## src/rtl/simon_pkg.sv

```systemverilog
// Shared types and helpers for the Simon game controller: FSM state encoding,
// mode LED codes and the pattern legality rule.
package simon_pkg;

    typedef enum logic [1:0] {
        ST_INPUT    = 2'd0,
        ST_PLAYBACK = 2'd1,
        ST_REPEAT   = 2'd2,
        ST_DONE     = 2'd3
    } state_e;

    localparam logic [2:0] LED_MODE_INPUT    = 3'b001;
    localparam logic [2:0] LED_MODE_PLAYBACK = 3'b010;
    localparam logic [2:0] LED_MODE_REPEAT   = 3'b100;
    localparam logic [2:0] LED_MODE_DONE     = 3'b111;

    // Callers zero-extend their pattern to 32 bits; a single set bit is p & (p-1) == 0.
    function automatic logic pattern_legal(input logic [31:0] pat, input logic onehotOnly);
        logic nonZero;
        logic singleBit;
        nonZero   = (pat != 32'd0);
        singleBit = ((pat & (pat - 32'd1)) == 32'd0);
        return nonZero && (!onehotOnly || singleBit);
    endfunction

endpackage

```

## src/rtl/simon_tick_counter.sv

```systemverilog
// Modulo-N cycle counter with synchronous clear; tc_o flags the final count N-1.
module simon_tick_counter #(
    parameter int N = 4
) (
    input  logic clk_i,
    input  logic rst_ni,
    input  logic clear_i,
    input  logic enable_i,
    output logic tc_o
);

    localparam int CW = (N > 1) ? $clog2(N) : 1;
    localparam logic [CW-1:0] LAST = CW'(N - 1);

    logic [CW-1:0] count_q;
    logic [CW-1:0] count_d;

    always_comb begin
        count_d = count_q;
        if (clear_i) begin
            count_d = '0;
        end else if (enable_i) begin
            count_d = (count_q == LAST) ? '0 : count_q + CW'(1);
        end
    end

    always_ff @(posedge clk_i or negedge rst_ni) begin
        if (!rst_ni) begin
            count_q <= '0;
        end else begin
            count_q <= count_d;
        end
    end

    assign tc_o = (count_q == LAST);

endmodule

```

## src/rtl/simon_control_gen.sv

```systemverilog
// Simon game controller: records patterns into an external register file,
// plays the sequence back, checks the player's repeat and keeps score.
module simon_control_gen
    import simon_pkg::*;
#(
    parameter int WIDTH          = 4,
    parameter int DEPTH          = 64,
    parameter int AW             = $clog2(DEPTH),
    parameter int PLAY_TICKS     = 4,
    parameter int REPEAT_TIMEOUT = 0,
    parameter int ONEHOT_ONLY    = 0
) (
    input  logic             clk,
    input  logic             rst,
    input  logic             step,
    input  logic [WIDTH-1:0] pattern,
    output logic             mem_we,
    output logic [AW-1:0]    mem_addr,
    output logic [WIDTH-1:0] mem_wdata,
    input  logic [WIDTH-1:0] mem_rdata,
    output logic [WIDTH-1:0] pattern_leds,
    output logic [2:0]       mode_leds,
    output logic [AW:0]      score,
    output logic             win,
    output logic             timeout
);

    localparam logic [AW-1:0] LAST_ENTRY = AW'(DEPTH - 1);
    localparam logic [AW:0]   FULL_SCORE = (AW + 1)'(DEPTH);

    state_e          state_q, state_d;
    logic [AW-1:0]   idx_q, idx_d;
    logic [AW-1:0]   lastPtr_q, lastPtr_d;
    logic [AW:0]     score_q, score_d;
    logic            win_q, win_d;
    logic            timeout_q, timeout_d;

    logic            legal;
    logic            match;
    logic            playTc;
    logic            repeatExpired;

    assign legal = pattern_legal(32'(pattern), ONEHOT_ONLY != 0);
    assign match = (pattern == mem_rdata);

    simon_tick_counter #(.N(PLAY_TICKS)) u_play_tick (
        .clk_i    (clk),
        .rst_ni   (rst),
        .clear_i  (state_q != ST_PLAYBACK),
        .enable_i (1'b1),
        .tc_o     (playTc)
    );

    // The repeat timer restarts on every step so it measures the gap between presses.
    generate
        if (REPEAT_TIMEOUT > 0) begin : g_timeout
            logic repeatTc;
            simon_tick_counter #(.N(REPEAT_TIMEOUT)) u_repeat_tick (
                .clk_i    (clk),
                .rst_ni   (rst),
                .clear_i  ((state_q != ST_REPEAT) || step),
                .enable_i (1'b1),
                .tc_o     (repeatTc)
            );
            assign repeatExpired = repeatTc && (state_q == ST_REPEAT);
        end else begin : g_no_timeout
            assign repeatExpired = 1'b0;
        end
    endgenerate

    always_ff @(posedge clk or negedge rst) begin
        if (!rst) begin
            state_q   <= ST_INPUT;
            idx_q     <= '0;
            lastPtr_q <= '0;
            score_q   <= '0;
            win_q     <= 1'b0;
            timeout_q <= 1'b0;
        end else begin
            state_q   <= state_d;
            idx_q     <= idx_d;
            lastPtr_q <= lastPtr_d;
            score_q   <= score_d;
            win_q     <= win_d;
            timeout_q <= timeout_d;
        end
    end

    always_comb begin
        state_d   = state_q;
        idx_d     = idx_q;
        lastPtr_d = lastPtr_q;
        score_d   = score_q;
        win_d     = win_q;
        timeout_d = timeout_q;
        case (state_q)
            ST_INPUT: begin
                if (step && legal) begin
                    state_d = ST_PLAYBACK;
                    idx_d   = '0;
                end
            end
            ST_PLAYBACK: begin
                if (playTc) begin
                    if (idx_q < lastPtr_q) begin
                        idx_d = idx_q + AW'(1);
                    end else begin
                        state_d = ST_REPEAT;
                        idx_d   = '0;
                    end
                end
            end
            ST_REPEAT: begin
                if (step) begin
                    if (!match) begin
                        state_d = ST_DONE;
                        win_d   = 1'b0;
                    end else if (idx_q < lastPtr_q) begin
                        idx_d = idx_q + AW'(1);
                    end else if (lastPtr_q == LAST_ENTRY) begin
                        // Memory is full: the game ends in a win instead of wrapping last.
                        state_d = ST_DONE;
                        win_d   = 1'b1;
                        score_d = FULL_SCORE;
                    end else begin
                        state_d   = ST_INPUT;
                        lastPtr_d = lastPtr_q + AW'(1);
                        score_d   = score_q + (AW + 1)'(1);
                        idx_d     = '0;
                    end
                end else if (repeatExpired) begin
                    state_d   = ST_DONE;
                    timeout_d = 1'b1;
                end
            end
            default: begin
            end
        endcase
    end

    always_comb begin
        mode_leds    = LED_MODE_INPUT;
        pattern_leds = pattern;
        mem_addr     = idx_q;
        mem_we       = 1'b0;
        case (state_q)
            ST_INPUT: begin
                mem_addr = lastPtr_q;
                mem_we   = step && legal;
            end
            ST_PLAYBACK: begin
                mode_leds    = LED_MODE_PLAYBACK;
                pattern_leds = mem_rdata;
            end
            ST_REPEAT: begin
                mode_leds = LED_MODE_REPEAT;
            end
            default: begin
                mode_leds    = LED_MODE_DONE;
                pattern_leds = mem_rdata;
            end
        endcase
    end

    assign mem_wdata = pattern;
    assign score     = score_q;
    assign win       = win_q;
    assign timeout   = timeout_q;

endmodule

```

## config.mk

```make
export PLATFORM = sky130hd
export DESIGN_NAME = simon_control_gen
export DESIGN_NICKNAME = d
export VERILOG_FILES = /design/src/rtl/simon_pkg.sv /design/src/rtl/simon_tick_counter.sv /design/src/rtl/simon_control_gen.sv
export SDC_FILE = /design/constraint.sdc
export NUM_CORES = 1
export LEC_CHECK = 0
export ABC_AREA = 1
export CAP_MARGIN = 20
export CORE_ASPECT_RATIO = 1.2
export CORE_UTILIZATION = 30
export DETAILED_ROUTE_END_ITERATION = 8
export PLACE_DENSITY = 0.6
export SKIP_CTS_REPAIR_TIMING = 1
export SLEW_MARGIN = 20
export SYNTH_ARGS = -nofsm -noshare
export SYNTH_HDL_FRONTEND = slang
export SYNTH_SLANG_ARGS = --single-unit
export TNS_END_PERCENT = 20
```

## constraint.sdc

```tcl
create_clock -name clk -period 3.7 [get_ports clk]
set_input_delay 0.74 -clock clk [delete_from_list [all_inputs] [get_ports clk]]
set_output_delay 0.74 -clock clk [all_outputs]
set_load 0.1 [all_outputs]
```

# [Yosys cells after proc, flatten, opt, wreduce, memory -nomap -nowiden]
# Index checks and enable logic that the tools add are counted.
[op_classes] eq_ne=15 multipliers=0 magnitude_cmp=1 mux=26 n_div=0 addsub=4 reduce_logical=10 bitwise=2 n_shift=0
[op_table] operator="6-bit two-way mux" count=8
[op_table] operator="2-bit two-way mux" count=9
[op_table] operator="6-bit one-hot mux with 3 select lines" count=1
[op_table] operator="6-bit by 1-bit adder with 6-bit output, second input constant" count=2
[op_table] operator="2-bit != test, second input constant" count=6
[op_table] operator="6-bit AND reduction" count=2
[op_table] operator="3-bit one-hot mux with 3 select lines" count=1
[op_table] operator="4-bit AND reduction" count=2
[op_table] operator="7-bit by 1-bit adder with 7-bit output, second input constant" count=1
[op_table] operator="7-bit two-way mux" count=1
[op_table] operator="6-bit equality test, second input constant" count=1
[op_table] operator="6-bit less-than comparator" count=1
[op_table] operator="3-bit != test, second input constant" count=2
[op_table] operator="2-bit one-hot mux with 3 select lines" count=1
[op_table] operator="5-bit AND reduction" count=1
[op_table] operator="2-bit equality test, second input constant" count=2
[op_table] operator="4-bit equality test" count=1
[op_table] operator="1-bit two-way mux" count=4
[op_table] operator="4-bit two-way mux" count=1
[op_table] operator="2-bit by 1-bit != test with 1-bit output, second input constant" count=2
[op_table] operator="4-bit nonzero test" count=1
[op_table] operator="3-bit nonzero test" count=1
[op_table] operator="2-bit by 1-bit adder with 2-bit output, second input constant" count=1
[op_table] operator="2-bit by 1-bit equality test with 1-bit output, second input constant" count=1
[op_table] operator="other kinds (4)" count=5
[totals] input_bits=11 ff_bits=24 latchBits=0 wordCells=64 n_memories=0 ram_bits=0 out_inout_bits=27 rom_bits=0

# [Longest topological paths before layout]
# Gate-level depths: netlist of the first run.
[logic_depth] ltp_word=6 depth_mapped=12 ltp_nobuf=11

# [By module]
# A second synthesis of the first run with hierarchy kept.
[hier_totals] cells_unflattened=266 hier_area_um2=1878.1
[modules_own_cells] mod="simon_control_gen" area_each_um2=1776.7 cells_each=254 n_inst=1 seq_area_each_um2=550.5
[modules_own_cells] mod="simon_tick_counter" area_each_um2=101.3 cells_each=12 n_inst=1 seq_area_each_um2=50.0

# [Worst setup path before layout of the first run]
# Ideal clock, no wire load.
[synth_path] path_type="register to output" startpoint="register state_q[0]" endpoint="output mem_addr[0]" slack_ns=-0.066 t_arrival_ns=3.026 t_required_ns=2.960 path_buffers=0 stages_incl_launch_ff=5 path_cell_list="dfrtp_1 > inv_1 > ha_1 > inv_1 > o21ai_0"
[synth_between] elab_chain_len=2
[synth_lines] item="start: declaration" line="simon_control_gen.sv:31" source="state_e state_q, state_d;"
[synth_lines] item="start signal: assignment" line="simon_control_gen.sv:80" source="state_q <= state_d;"
[synth_lines] item="2-bit zero test" line="simon_control_gen.sv:146" source="case (state_q)"
[synth_lines] item="6-bit two-way mux" line="simon_control_gen.sv:146"
[synth_lines] item="end: declaration" line="simon_control_gen.sv:18" source="output logic [AW-1:0] mem_addr,"
# Every way passes these cells.

# [Worst setup path after layout of the first run]
[layout_path] startpoint="input pattern[2]" endpoint="output mem_we"
[layout_between] elab_chain_len=3
[layout_lines] item="start: declaration" line="simon_control_gen.sv:16" source="input logic [WIDTH-1:0] pattern,"
[layout_lines] item="4-bit nonzero test" line="simon_pkg.sv:21" source="nonZero = (pat != 32'd0);"
[layout_lines] item="1-bit logical AND" line="simon_control_gen.sv:149" source="mem_we = step && legal;"
[layout_lines] item="1-bit two-way mux" line="simon_control_gen.sv:146"
[layout_lines] item="end: declaration" line="simon_control_gen.sv:17" source="output logic mem_we,"
# Every way passes these cells.

==> results of run 1 <==
-- sequential cells by signal, indices dropped and copies added (netlist names) --
name and count:
state_q 2, u_play_tick.count_q 2, idx_q 6, win 1, score 7, lastPtr_q 6
-- final cells by class --
cell class              instances  area, um2  share of cell area, %
clock buffers                   4       55.1                   2.41
multi-input cells             197       1070                   47.0
well taps                      82        103                   4.49
inverters                      35        131                   5.74
flip-flops and latches         24        601                   26.3
repair buffers                 37        323                   14.1
-- path summary, 6_finish.rpt --
path / end / start
hold / removal: u_play_tick.count_q[0] / u_play_tick.count_q[0]
hold reg to reg: u_play_tick.count_q[0] / u_play_tick.count_q[0]
max in group asynchronous: lastPtr_q[2] / rst
setup / recovery: mem_we / pattern[2]
min in group asynchronous: idx_q[4] / rst
setup reg to reg: win / lastPtr_q[1]
-- routing by layer --
metal  wire, um  vias up  track usage (%)  part of all wire [%]
met4         47        0             3.50                   1.1
met1       2040      768             19.0                    49
met2       1980       22             23.1                    48
li1           -      900                -                     -
met3         93        4             1.82                   2.2
met5          0        -                0                     0
-- power breakdown --
group | total, W | switching, W | internal, W
logic | 0.00101 | 0.000802 | 0.000211
registers | 0.000343 | 0.0000402 | 0.000302
clock network | 0.000181 | 0.0000865 | 0.0000950
-- synthesized netlist by cell type, drive strengths merged --
cell,n
a21o,1
a21oi,4
buf,6
clkbuf,2
conb,1
dfrtp,24
dlymetal6s2s,1
ha,13
inv,35
nand2,97
nand3,15
nand4,16
nor2,18
nor3,1
o21ai,17
or2,2
xnor2,3
xor2,9
-- cells by family (layout without fill, tap and decap cells) --
group,Yosys count,count (layout),share of synthesized area [%]
AOI/OAI and AO/OA,22,22,7.20
xor gates and xnor gates,12,12,5.60
adders and majority gates,13,13,8.67
buffers and inverters,44,76,10.7
DFF,24,24,32.0
other,1,1,0.200
and+or+nand+nor,149,149,35.6
-- metrics by stage --
step	utilization [%]	cell area, um2
after floorplan	-	1880
after global placement	36.9	2230
after detailed placement	36.9	2230
after CTS	37.8	2290
after global routing	37.8	2290
final	37.8	2290
==> flow_summary.yaml, run 1 <==
synth:
  syn-num-nets: 289
  yosys-top-cells-area: "dfrtp_1 32%, nand2_1 19%, ha_1 8.7%, inv_1 6.6%, nand4_1 5.3%"
  avgSynthCellArea_um2: 7.08
  yosys_warnings: 0
  ys_ff_latch: 24
  synth_area_mm2: 0.00188
  synthDistinctLibCells: 27
  synth_top_area_share_pct: 32.0
  synth_seq_area_share_pct: 32.0
  yosysTopAreaCell: "dfrtp_1"
  syn_inst: 265
placed_design:
  place_congestion: 0.763
  post-place-ws_ps: 1020
  place_inst: 375
  numPortBuffers: 36
  hpwlAfterDp_um: 3210
floorplan:
  die_h_um: 88.6
  num_io_pins: 38
  die_area_mm2: 0.00658
  num_rows: 31
  start_util_pct: 31.0
  core_area_mm2: 0.00605
  die_w_um: 74.2
final_layout:
  nets: 322
  area_growth_pct: 21.9
  fin_cells: 379
  drive_above_1_share_pct: 14.1
  final_common_cell: "nand2_1"
  final_cell_mix: "94 x nand2_1, 33 x inv_1, 24 x dfrtp_1, 19 x buf_4, 18 x clkdlybuf4s50_1"
  fillers: 664
  insertedDiodeCount: 0
drt:
  drt_pre_antenna_iters: 4
  dr_total_vias: 1694
  drt_iter0_drc: 89
  drtAntennaViolNets: 0
  drc: 0
  via_per_inst: 4.47
  wl_per_cell_um: 11.0
  wl_um: 4160
setup_path:
  critical_path_class: "input pin to output pin"
  end_kind: "output pin"
  reg2reg_slack_ps: 1680
  start_kind: "input pin"
  cp_max_fo: 3
  required_ps: 2960
  rr_worst_depth: 8
  crit_path_cell_trace: "clkdlybuf4s50_1 > inv_1 > nand4_1 > nand2_1 > nor2_1 > buf_4"
  slowest_stage: "clkdlybuf4s50_1"
  cpPeakStageDelay_ps: 500
  critPathTopFamily: "buffers and inverters"
  arrival_ps: 1920
  cp.depth: 6
  crit_buf_inv: 3
min_path:
  holdPathStages: 1
  min_path_type: "flop to flop"
pwr:
  leakage_nw: 1.21
  p_per_area_mw_per_mm2: 672
  finalPower_w: 0.00154
  max-vdd-ir-drop_uv: 570
global_route:
  grt_first_pass_wirelength_um: 7260
  overflow: 0
  grt_max_degree: 25
  first_global_vias: 1598
  grtUsageTotal_pct: 13.9
  antenna_found_initial: 0
timing:
  max_slew_margin_pct: 35.0
  skew_ps: 2.39
  worstMarginPinSlew_ps: 972
  hold_ws_ps: 432
  setup_violations: 0
  finalCriticalPeriod_ps: 2660
  worst_slack_ps: 1040
  tns_ps: 0
  finalCritPeriodShare_pct: 72.0
  fmax_mhz: 375
  hold_viol: 0
  slew_viol_final: 0
  rsz0062_at_grt: "false"
cts:
  root_buffer: "clkbuf_8"
  htreeDepth: 1
  clkSinkCount: 24
  cts_tree: "done"
  insertion_delay_ps: 260
  numCtsBuffers: 3
  clk_pin_slew_ps: 90
  clockBufferDepth: 2
flow_run:
  drv_cap: 0
run_status:
  status: "complete, no violations"
No activity file was read; power rests on OpenSTA's default activity.
==> run 2: changes to the inputs <==
PLACE_DENSITY = 0.62   (was 0.6)
clock period = 2.4 ns   (was 3.7 ns; I/O delays follow)
==> run 2 against run 1 <==
Against the previous run:
- non-clock buffer count is 5 higher
- combinational power grew 88%
- clock-buffer cell count shrank 1
- via count rose by 2.3%
- die area stayed put
- final area up 12%
- final cell count rose by 1.3%
- core utilization grew 4.4 points
- critical path depth down 1
- largest cell class unchanged
==> flow_summary.yaml, run 2 (synthesis gave the netlist of run 1 again) <==
pwr:
  leakage_nw: 1.33
  internal_power_w: 0.00127
  seqPwrFrac_pct: 18.9
  switching_share_pct: 54.4
  pwr-share-comb_pct: 68.1
  finalPower_w: 0.00279
  p_clk_share_pct: 12.9
  max-vdd-ir-drop_uv: 1230
  p_per_area_mw_per_mm2: 1090
  switching_power_w: 0.00152
drt:
  wl_um: 4360
  drt_pre_antenna_iters: 4
  wl_per_cell_um: 11.3
  drc: 0
  drt_iter0_drc: 124
  drtAntennaViolNets: 0
  dr_total_vias: 1733
  via_per_inst: 4.51
global_route:
  grt_max_degree: 25
  grt_busiest_layer: "met2"
  overflow: 0
  use_met1_pct: 18.6
  met2_usage_pct: 26.0
  grtUsageTotal_pct: 14.6
  met3_usage_pct: 1.94
  grt_first_pass_wirelength_um: 7490
  first_global_vias: 1660
  antenna_found_initial: 0
cts:
  cts_tree: "done"
  clockBufferDepth: 2
  insertion_delay_ps: 270
  htreeDepth: 1
  clkSinkCount: 24
  root_buffer: "clkbuf_8"
  clk_pin_slew_ps: 90
  numCtsBuffers: 3
final_layout:
  final_common_cell: "nand2_1"
  final_area_mm2: 0.00255
  largest_reg_flops: 7
  insertedDiodeCount: 0
  nets: 327
  register_area_um2: 601
  fillers: 612
  multiInputGateArea_mm2: 0.00108
  final_cell_mix: "94 x nand2_1, 33 x inv_1, 24 x dfrtp_1, 18 x buf_12"
  finish.utilization_pct: 42.2
  drive_above_1_share_pct: 19.2
  area_growth_pct: 36.1
setup_path:
  critPathCapture: "mem_addr[1]"
  arrival_ps: 1800
  rr_worst_depth: 9
  crit_path_cell_trace: "inv_1 > ha_2 > inv_1 > o21ai_1 > buf_12"
  start_kind: "flop"
  required_ps: 1920
  cp_max_fo: 9
  crit-reg2reg-launch: "lastPtr_q[5]"
  slowest_stage: "dfrtp_1"
  worstSetupStartpoint: "state_q[0]"
  cpPeakStageDelay_ps: 430
  reg2reg_slack_ps: 380
  crit_buf_inv: 3
  critical_path_class: "flop to output pin"
  end_kind: "output pin"
  cp.depth: 5
  reg2reg_to: "idx_q[4]"
  critPathTopFamily: "buffers and inverters"
  cp_common_cell: "inv_1"
placed_design:
  hpwlAfterDp_um: 3460
  placed_area_mm2: 0.00247
  place_congestion: 0.781
  numPortBuffers: 36
timing:
  hold_viol: 0
  finalCriticalPeriod_ps: 2280
  hold_ws_ps: 440
  skew_ps: 7.33
  finalCritPeriodShare_pct: 94.9
  setup_violations: 0
  fmax_mhz: 439
  tns_ps: 0
  slew_viol_final: 0
floorplan:
  core_area_mm2: 0.00605
  num_rows: 31
  die_h_um: 88.6
  die_w_um: 74.2
  die_area_mm2: 0.00658
  num_io_pins: 38
  start_util_pct: 31.0
run_status:
  status: "complete, no violations"
flow_run:
  drv_cap: 0
min_path:
  min_path_type: "flop to flop"
-- run 2: layout make-up --
cell class	count	area share, %
clock inverter	1	1.18
multi-input combinational	197	42.4
tap	82	4.02
inverter	35	5.14
clock buffer	3	1.62
sequential	24	23.5
timing repair buffer	42	22.1
-- run 2: power groups by stage --
stage | combinational (W) | clock, W | sequential, W
6_report | 0.00190 | 0.000361 | 0.000528
5_1_grt | 0.00202 | 0.000385 | 0.000535
3_5_place_dp | 0.00189 | 0 | 0.000536
3_3_place_gp | 0.00188 | 0 | 0.000535
4_1_cts | 0.00190 | 0.000370 | 0.000528
2_1_floorplan | 0.00115 | 0 | 0.000629
-- run 2: worst min path at each step --
stage	cells past startpoint	slack, ps	end	startpoint
final	1	440	u_play_tick.count_q[0]	u_play_tick.count_q[0]
after global placement	1	420	u_play_tick.count_q[0]	u_play_tick.count_q[0]
after floorplan	0	180	idx_q[0]	rst
after detailed placement	1	440	u_play_tick.count_q[0]	u_play_tick.count_q[0]
after global routing	1	460	u_play_tick.count_q[0]	u_play_tick.count_q[0]
after CTS	1	450	u_play_tick.count_q[0]	u_play_tick.count_q[0]
-- run 2: worst reg2reg max path, delay by kind of cell (launching register included) --
kind / cells / cell delay (ps)
AOI/OAI and AO/OA: 1 / 190
adders and majority gates: 1 / 260
buffers and inverters: 1 / 130
DFF: 1 / 420
and+or+nand+nor: 6 / 940
-- run 2: layer usage --
| layer | wire length [um] | vias to the layer above |
|---|---|---|
| met1 | 1920 | 795 |
| met2 | 2260 | 22 |
| met4 | 42 | 0 |
| met3 | 131 | 4 |
| li1 | - | 912 |
| met5 | 0 | - |
-- run 2: stage by stage --
stage                     std cells  worst slack (ps)
after global routing            384             -5.95
after CTS                       384             -35.4
after detailed placement        380               128
final                           384               121
after global placement          380               129
after floorplan                 265              -371
==> RTL edit, RTL diff (settings of run 2) <==
Change the parameter `DEPTH` from 64 to 32.
--- a/src/rtl/simon_control_gen.sv
+++ b/src/rtl/simon_control_gen.sv
@@ -5,5 +5,5 @@
 #(
     parameter int WIDTH          = 4,
-    parameter int DEPTH          = 64,
+    parameter int DEPTH          = 32,
     parameter int AW             = $clog2(DEPTH),
     parameter int PLAY_TICKS     = 4,
Ports: changed (resized mem_addr and score); port bits go from 38 to 36. The function was not compared with the original's and may differ.
==> RTL edit against run 2 <==
Total power fell by 13%. Cell area fell by 15%. Setup slack improved by 100 ps. Area after synthesis fell by 16%. Critical path depth rose by 1. Combinational power fell by 9%. Wire length fell by 28%. Sequential cell count fell by 3.
==> RTL edit: results (changes against run 2) <==
synth:
  synth_fp_nets: 241  # -17%
  synthTopCellsByCount: "nand2_1 (73), inv_1 (34), dfrtp_1 (21)"
  synth_sequential_area_ratio: 0.3341  # +0.01413
  yosys-top-cells-area: "dfrtp_1 (33%), nand2_1 (17%), ha_1 (10%)"
  synth_cell_type_count: 24  # -11%
setup_path:
  timing.critical_path.arrival_ps: 1690  # -110 ps
  setup.worst_path.start: "pattern[1]"
  critical_path.endpoint: "mem_we"
  reg2reg_setup_slack_ps: 700  # +320 ps
  worstPathMaxFanout: 3  # -6
  worst_r2r_startpoint: "lastPtr_q[2]$_DFFE_PN0P_"
  r2r.worst_path.cells: 11  # +2
  r2r-end: "win$_DFFE_PN0P_"
power:
  irDropWorstVdd_uv: 620.5  # -50%
  leakage_nw: 1.069  # -19%
place:
  cell_area_after_placement_sq_um: 2125  # -14%
  preCtsSetupSlack_ps: 214.4  # +85.99 ps
layout:
  numnets_final: 277  # -15%
  largest_register_ff_count: 6  # -1
floorplan:
  fp-row-count: 28  # -9.7%
global_routing:
  grt_pass1_wl_microns: 5520  # -26%
  grt_start_max_net_pins: 22  # -12%
  grt_pass1_vias: 1331  # -20%
  track_usage: 0.1291  # -0.01712
clock_network:
  cts.clk_slew.worst_paths_ps: 70  # -20 ps
  cts_max_path_buffers: 2  # unchanged
  clkLatencyLatePin_ps: 250  # -20 ps
  clk_root_buffer_cell: "clkbuf_8"
routing:
  route.vias.total: 1388  # -20%
  drc: 0  # unchanged
  first_iter_violations: 29  # -77%
  avgRoutedWirePerCell_microns: 10.11  # -11%
sta:
  maxClockFrequency_ghz: 0.4598  # +4.8%
  fin_skew_ps: 3.833  # -3.494 ps
status:
  run_status: "completed"
RTL edit: changes by cell type after synthesis, moves of 3 or more:
| cell | delta |
|---|---|
| nand2_1 | -21 |
| nand4_1 | -14 |
| o21ai_1 | +13 |
| nor2_1 | -8 |
| o21ai_2 | -5 |
| dfrtp_1 | -3 |
| nand3_1 | -3 |
| xor2_1 | -3 |
RTL edit: cell families (layout without fill, tap and decap cells):
family,count (synthesis),in the layout,synth area share
other cells,1,1,0.002384
xor+xnor,10,10,0.05569
flops,21,21,0.3341
fa+ha+maj,13,13,0.1034
compound gates,28,28,0.08910
buf+inv,41,76,0.1114
simple gates,103,103,0.3039
RTL edit: cell type report:
cell class,count,area [sq um]
Clock buffer,3,41.29
Clock inverter,1,5.005
Fill cell,492,2804
Inverter,35,132.6
Multi-Input combinational cell,155,875.8
Sequential cell,21,525.5
Tap cell,60,75.07
Timing Repair Buffer,37,515.5
RTL edit: critical path, stage by stage:
cell and delay (ps):
clkdlybuf4s50_1 540, inv_1 100, nand4_1 100, nand2_1 70
nor2_1 190, buf_12 210
RTL edit: worst min-delay path by stage:
stage | start | endpoint | slack [ps] | cells after the start
2_1_floorplan | rst | idx_q[0]$_DFFE_PN0P_ | 180 | 0
3_3_place_gp | u_play_tick.count_q[0]$_DFF_PN0_ | u_play_tick.count_q[0]$_DFF_PN0_ | 420 | 1
3_5_place_dp | u_play_tick.count_q[0]$_DFF_PN0_ | u_play_tick.count_q[0]$_DFF_PN0_ | 430 | 1
4_1_cts | u_play_tick.count_q[0]$_DFF_PN0_ | u_play_tick.count_q[0]$_DFF_PN0_ | 440 | 1
5_1_grt | u_play_tick.count_q[0]$_DFF_PN0_ | u_play_tick.count_q[0]$_DFF_PN0_ | 450 | 1
6_report | u_play_tick.count_q[0]$_DFF_PN0_ | u_play_tick.count_q[0]$_DFF_PN0_ | 430 | 1
RTL edit: power by group through the flow:
stage / Combinational (mW) / Clock (mW) / Sequential, mW
floorplan: 1.07 / 0 / 0.583
global placement: 1.74 / 0 / 0.471
detailed placement: 1.75 / 0 / 0.473
CTS: 1.75 / 0.239 / 0.466
global route: 1.85 / 0.257 / 0.476
finish: 1.73 / 0.226 / 0.464
RTL edit: through the flow:
step / instances / util
floorplan: 217 / -
detailed placement: 308 / 0.4271
CTS: 312 / 0.4364
finish: 312 / 0.4364
global placement: 308 / 0.4271
global route: 312 / 0.4364
RTL edit: per-layer routing:
layer,up-vias,global-route usage,part of all wire,routed length [microns]
met1,606,0.1546,0.47,1493
li1,745,-,-,-
met5,-,0,0,0
met2,33,0.2255,0.46,1461
met4,0,0.05000,0.013,41
met3,4,0.01966,0.050,159
